==> config.mk <==
export PLATFORM = sky130hd
export DESIGN_NAME = ifu_fetch
export DESIGN_NICKNAME = d
export VERILOG_FILES = /design/src/rtl/ifu_fetch.sv
export SDC_FILE = /design/constraint.sdc
export NUM_CORES = 1
export LEC_CHECK = 0
export BUFFER_PORTS_ARGS = -buffer_cell sky130_fd_sc_hd__buf_4
export CAP_MARGIN = 10
export CORE_ASPECT_RATIO = 0.6
export CORE_MARGIN = 5
export CORE_UTILIZATION = 34
export DETAILED_ROUTE_END_ITERATION = 12
export PLACE_DENSITY_LB_ADDON = 0.1
export SLEW_MARGIN = 20
export SYNTH_ARGS = -nofsm -noshare
export SYNTH_HDL_FRONTEND = slang
export SYNTH_SLANG_ARGS = --single-unit
==> constraint.sdc <==
create_clock -name clk -period 2.2 [get_ports clk]
set_input_delay 0.44 -clock clk [delete_from_list [all_inputs] [get_ports clk]]
set_output_delay 0.44 -clock clk [all_outputs]
set_load 0.03 [all_outputs]
==> src/rtl/ifu_fetch.sv <==
// Instruction fetch unit: walks a PC through instruction memory, one request outstanding at a
// time, and hands each fetched word to decode through a valid/ready handshake. Control-flow
// redirects from execute retarget the PC and squash any in-flight response.
// Optional performance counters are enabled by defining IFU_FETCH_PERF_EN.
module ifu_fetch #(
  parameter logic [31:0] RESET_PC = 32'h8000_0000
) (
  input  logic        clk,
  input  logic        rst,
  output logic        mem_en,
  output logic [31:0] mem_addr,
  input  logic        mem_ready,
  input  logic        mem_rvalid,
  input  logic [31:0] mem_rdata,
  output logic        inst_valid,
  input  logic        inst_ready,
  output logic [31:0] inst,
  output logic [31:0] inst_pc,
  input  logic        redirect_valid,
  input  logic [31:0] redirect_pc
`ifdef IFU_FETCH_PERF_EN
  ,
  output logic [31:0] perf_fetch_cnt,
  output logic [31:0] perf_stall_cnt
`endif
);

  typedef enum logic [1:0] {
    StIdle,
    StReq,
    StWait,
    StHold
  } state_e;

  state_e      r_state;
  logic [31:0] r_pc;
  logic        r_kill;
  logic [31:0] r_inst;
  logic [31:0] r_inst_pc;
  logic        r_mem_en;
  logic        r_inst_valid;

  logic        w_mem_fire;
  logic        w_inst_fire;
  logic [31:0] w_pc_inc;

  assign w_mem_fire  = r_mem_en & mem_ready;
  assign w_inst_fire = r_inst_valid & inst_ready;
  // Natural 32-bit wrap: FFFF_FFFC + 4 -> 0.
  assign w_pc_inc    = r_pc + 32'd4;

  // Fetch FSM; mem_en and inst_valid are registered alongside the state they belong to.
  always_ff @(posedge clk) begin
    if (rst) begin
      r_state      <= StIdle;
      r_pc         <= RESET_PC;
      r_kill       <= 1'b0;
      r_inst       <= 32'd0;
      r_inst_pc    <= RESET_PC;
      r_mem_en     <= 1'b0;
      r_inst_valid <= 1'b0;
    end else begin
      unique case (r_state)
        StIdle: begin
          if (redirect_valid) begin
            r_pc <= redirect_pc;
          end
          r_state  <= StReq;
          r_mem_en <= 1'b1;
        end

        StReq: begin
          // Address may change only through a redirect; otherwise held until accepted.
          if (redirect_valid) begin
            r_pc <= redirect_pc;
          end
          if (w_mem_fire) begin
            r_state  <= StWait;
            r_mem_en <= 1'b0;
            // A request accepted in the redirect cycle fetched the old PC: squash its reply.
            r_kill   <= redirect_valid;
          end
        end

        StWait: begin
          if (redirect_valid) begin
            r_pc <= redirect_pc;
            if (mem_rvalid) begin
              r_kill   <= 1'b0;
              r_state  <= StReq;
              r_mem_en <= 1'b1;
            end else begin
              r_kill <= 1'b1;
            end
          end else if (mem_rvalid) begin
            if (r_kill) begin
              r_kill   <= 1'b0;
              r_state  <= StReq;
              r_mem_en <= 1'b1;
            end else begin
              r_inst       <= mem_rdata;
              r_inst_pc    <= r_pc;
              r_state      <= StHold;
              r_inst_valid <= 1'b1;
            end
          end
        end

        StHold: begin
          // Redirect wins over sequential advance even when decode takes the word this cycle.
          if (redirect_valid || inst_ready) begin
            r_pc         <= redirect_valid ? redirect_pc : w_pc_inc;
            r_state      <= StReq;
            r_inst_valid <= 1'b0;
            r_mem_en     <= 1'b1;
          end
        end

        default: begin
          r_state      <= StIdle;
          r_mem_en     <= 1'b0;
          r_inst_valid <= 1'b0;
        end
      endcase
    end
  end

  assign mem_en     = r_mem_en;
  assign mem_addr   = r_pc;
  assign inst_valid = r_inst_valid;
  assign inst       = r_inst;
  assign inst_pc    = r_inst_pc;

`ifdef IFU_FETCH_PERF_EN
  logic [31:0] r_perf_fetch_cnt;
  logic [31:0] r_perf_stall_cnt;

  // Count delivered instructions and cycles spent requesting or waiting on memory.
  always_ff @(posedge clk) begin
    if (rst) begin
      r_perf_fetch_cnt <= 32'd0;
      r_perf_stall_cnt <= 32'd0;
    end else begin
      if (w_inst_fire) begin
        r_perf_fetch_cnt <= r_perf_fetch_cnt + 32'd1;
      end
      if ((r_state == StReq) || (r_state == StWait)) begin
        r_perf_stall_cnt <= r_perf_stall_cnt + 32'd1;
      end
    end
  end

  assign perf_fetch_cnt = r_perf_fetch_cnt;
  assign perf_stall_cnt = r_perf_stall_cnt;
`endif

endmodule

==> impl_metrics.tcl <==
set metrics [dict create \
    drive_gt1_share_pct 30.7 \
    synth_cell_type_count 60 \
    port_buffers 167 \
    drv_cap 0 \
    first_pass_iters 5 \
    finalCritPeriodShare_pct 92.9 \
    grt_use_total_pct 19.2 \
    cts_tree "yes" \
    dpl.hpwl_microns 11800 \
    ys_ff_latch 101 \
    grt_pass1_vias 4601 \
    worstSkewPairLatency_ns 0.35 \
    synthMuxAreaShare_pct 1.11 \
    yosys.area_share.xor_xnor_pct 0 \
    p_leak_nw 2.64 \
    start_kind "register" \
    grt_use_met2_pct 27.2 \
    syn_to_final_growth_pct 39.7 \
    post-route-min-period_ns 2.04 \
    die_height_microns 100 \
    totalWireLength_microns 15900 \
    post_drt_wl_per_cell_microns 17.1 \
    synth_warnings 0 \
    maxSlewViolCount 0 \
    remaining_drc_errors 0 \
    netlist_instances 590 \
    grt-ovfl-total 0 \
    dpl_worst_slack_ns 0.182 \
    grt.busiest_layer "met1" \
    tns_ns 0 \
    synth_fa_ha_area_share_pct 1.36 \
    cp.buffers_inverters 0 \
    async_reset_ff_share_pct 0 \
    clock_skew_ns 0.00927 \
    placed_cell_area_sq_um 6120 \
    holdCritPathClass "input pin to register" \
    grt_pass1_wl_microns 25100 \
    diodes 0 \
    synth_simple_gate_area_share_pct 28.1 \
    cp_top_family "simple AND/OR/NAND/NOR gates" \
    cts_max_level 3 \
    irDropWorstVdd_mv 0.326 \
    fin_util_pct 49.3 \
    grt_start_max_net_pins 65 \
    hold_violations 0 \
    powerDensity_nw_per_um2 675 \
    crit_chain "ha_1 > nand3_1 > or4_4 > a21o_1 > a22oi_1 > nor2_1" \
    clkTransAtPathRegs_ns 0.08 \
    fin_total_pwr_mw 4.34 \
    syn-num-nets 665 \
    synth_top_family_by_area "simple AND/OR/NAND/NOR gates" \
    grt_setup_unrepaired "no" \
    antenna_left 0 \
    antenna_found_initial 0 \
    row_count 32 \
    status "finished, final reports clean" \
    dr.first_iter.drc_count 568 \
    synth_edf_count 0 \
    start_util_pct 35.3 \
    syn_area_sq_um 4600 \
    timing.fmax_ghz 0.489 \
    design_area_sq_um 6430 \
    fp.coreArea_sq_um 13100 \
    slowest_stage "or4_4" \
    synth-compound-area-share_pct 21.1 \
    drt-vias-per-instance 5.22 \
    cpPeakStageDelay_ns 0.62 \
    cts_setup_buffers 0 \
    cp.arrival_ns 2.27 \
    critPathKind "register to register" \
    layout_setup_ws_ns 0.157 \
    seq_area_frac_synth_pct 43.9 \
    grtUsageMet1_pct 28.8 \
    relSlewSlack_pct 70.5 \
    numCtsBuffers 9 \
    nets 828 \
    die_area_sq_um 16000 \
    place_congestion 0.878 \
    tightest_slew_ns 0.442 \
    die_x_microns 160 \
    clockBufferDepth 2 \
    cp-end-kind "register" \
    use_met3_pct 5.79 \
    cts_root_buf "clkbuf_16" \
    via_count 4843 \
    worstPathMaxFanout 6 \
    avgSynthCellArea_sq_um 7.80 \
    cts_sinks 101 \
    ioPinCount 168 \
    setup_viol 0 \
    cp.required_ns 2.42 \
    synth-main-ff-cell "dfxtp_1" \
]
==> worst reg2reg max path, cell delays in order, from the launching register on <==
cell and delay (ns):
dfxtp_1 0.41, ha_1 0.24, nand3_1 0.21, or4_4 0.62
a21o_1 0.20, a22oi_1 0.17, nor2_1 0.07
==> metrics by stage <==
stage,hold slack [ns],std cells
2_1_floorplan,0.517,590
3_3_place_gp,0.442,912
3_5_place_dp,0.447,912
4_1_cts,0.322,928
5_1_grt,0.331,928
6_report,0.332,928
==> registers in the layout, summed over array words and instances (netlist names) <==
name,count
inst_valid,1
r_kill,1
mem_en,1
r_state,2
mem_addr,32
inst,32
inst_pc,32
==> power by group <==
part           internal [mW]  total, mW  switching [mW]  leakage (nW)
Clock                  0.899       1.65           0.750         0.144
Sequential              1.90       1.99          0.0952         0.821
Combinational          0.298      0.703           0.404          1.68
Total                   3.09       4.34            1.25          2.64
==> final cells by class <==
cell class / count / area, sq um
Clock inverter: 7 / 82.6
Timing Repair Buffer: 192 / 1480
Inverter: 5 / 18.8
Multi-Input combinational cell: 444 / 2390
Fill cell: 1303 / 6620
Sequential cell: 101 / 2020
Tap cell: 170 / 213
Clock buffer: 9 / 225
==> layout by cell type (no fill, tap or decap), types with 3 or more instances in the layout <==
master | synthesis | routed
o21ai_0 | 18 | 18
nand2b_1 | 5 | 4
nand2_1 | 160 | 159
inv_1 | 5 | 5
a31oi_1 | 5 | 5
clkbuf_16 | 0 | 9
nand4_1 | 7 | 7
a21oi_1 | 90 | 89
buf_12 | 0 | 3
buf_4 | 2 | 189
nor3_1 | 9 | 9
o31ai_1 | 4 | 4
a21o_1 | 6 | 6
nor3_2 | 3 | 3
dfxtp_1 | 101 | 101
nand3_1 | 14 | 14
a311oi_1 | 5 | 5
and3_1 | 9 | 9
mux2i_1 | 4 | 4
and2_2 | 3 | 4
ha_1 | 5 | 5
nand4_2 | 3 | 3
nor2_1 | 35 | 35
a22oi_1 | 5 | 5
nor4_1 | 6 | 6
==> layer usage <==
layer | vias to the layer above | wire, microns | share of wire, %
li1 | 2400 | - | -
met1 | 2263 | 7850 | 49
met2 | 169 | 6590 | 41
met3 | 11 | 1340 | 8.4
met4 | 0 | 108 | 0.68
met5 | - | 0 | 0
==> worst paths after layout <==
kind	startpoint	endpoint	slack, ns	cells after the start
max	mem_addr[2]	mem_addr[14]	0.16	6
min	mem_rdata[22]	inst[22]	0.33	3
max reg2reg	mem_addr[2]	mem_addr[14]	0.16	6
min reg2reg	inst_pc[4]	inst_pc[4]	0.45	2
==> kinds of logic (layout without fill, tap and decap cells) <==
family / Yosys count / after routing
muxes: 5 / 5
buffers and inverters: 45 / 213
and+or+nand+nor: 275 / 275
DFF: 101 / 101
AOI/OAI and AO/OA: 159 / 159
adders and majority gates: 5 / 5
==> synthesized netlist by cell type (2+ instances only) <==
cell type  instances  area, sq um
o21bai_1           2         15.0
dfxtp_1          101         2020
nand2b_1           5         31.3
and4_1             2         17.5
or4_1              2         15.0
and4_2             2         20.0
a22oi_1            5         37.5
a2111oi_0          2         17.5
a31oi_1            5         31.3
o21ai_0           18         90.1
nor3b_1            2         15.0
and3_1             9         56.3
mux2i_1            4         40.0
ha_1               5         62.6
buf_1              4         15.0
a211oi_1           2         15.0
or3_1              2         12.5
a21oi_1           90          450
buf_4              2         15.0
o22ai_1            2         12.5
and2_2             3         22.5
nor4_1             6         37.5
a32o_1             2         20.0
clkbuf_1          20         75.1
a311oi_1           5         43.8
o31ai_1            4         30.0
nand4_2            3         37.5
nor2_1            35          131
nor3_2             3         30.0
inv_1              5         18.8
nand4_1            7         43.8
buf_2             13         65.1
nand3_1           14         70.1
nor3_1             9         45.0
nand2_1          160          601
nand3b_1           2         15.0
o21a_1             2         15.0
a22o_1             2         17.5
a21o_1             6         45.0
a2bb2oi_1          2         17.5
and2_1             2         12.5
==> repair_timing <==
item                       4_1_cts  5_1_grt
gates resized for setup          0        2
hold buffers                     0        0
setup endpoints to repair        0        1
Power figures use the tool's default switching activity.
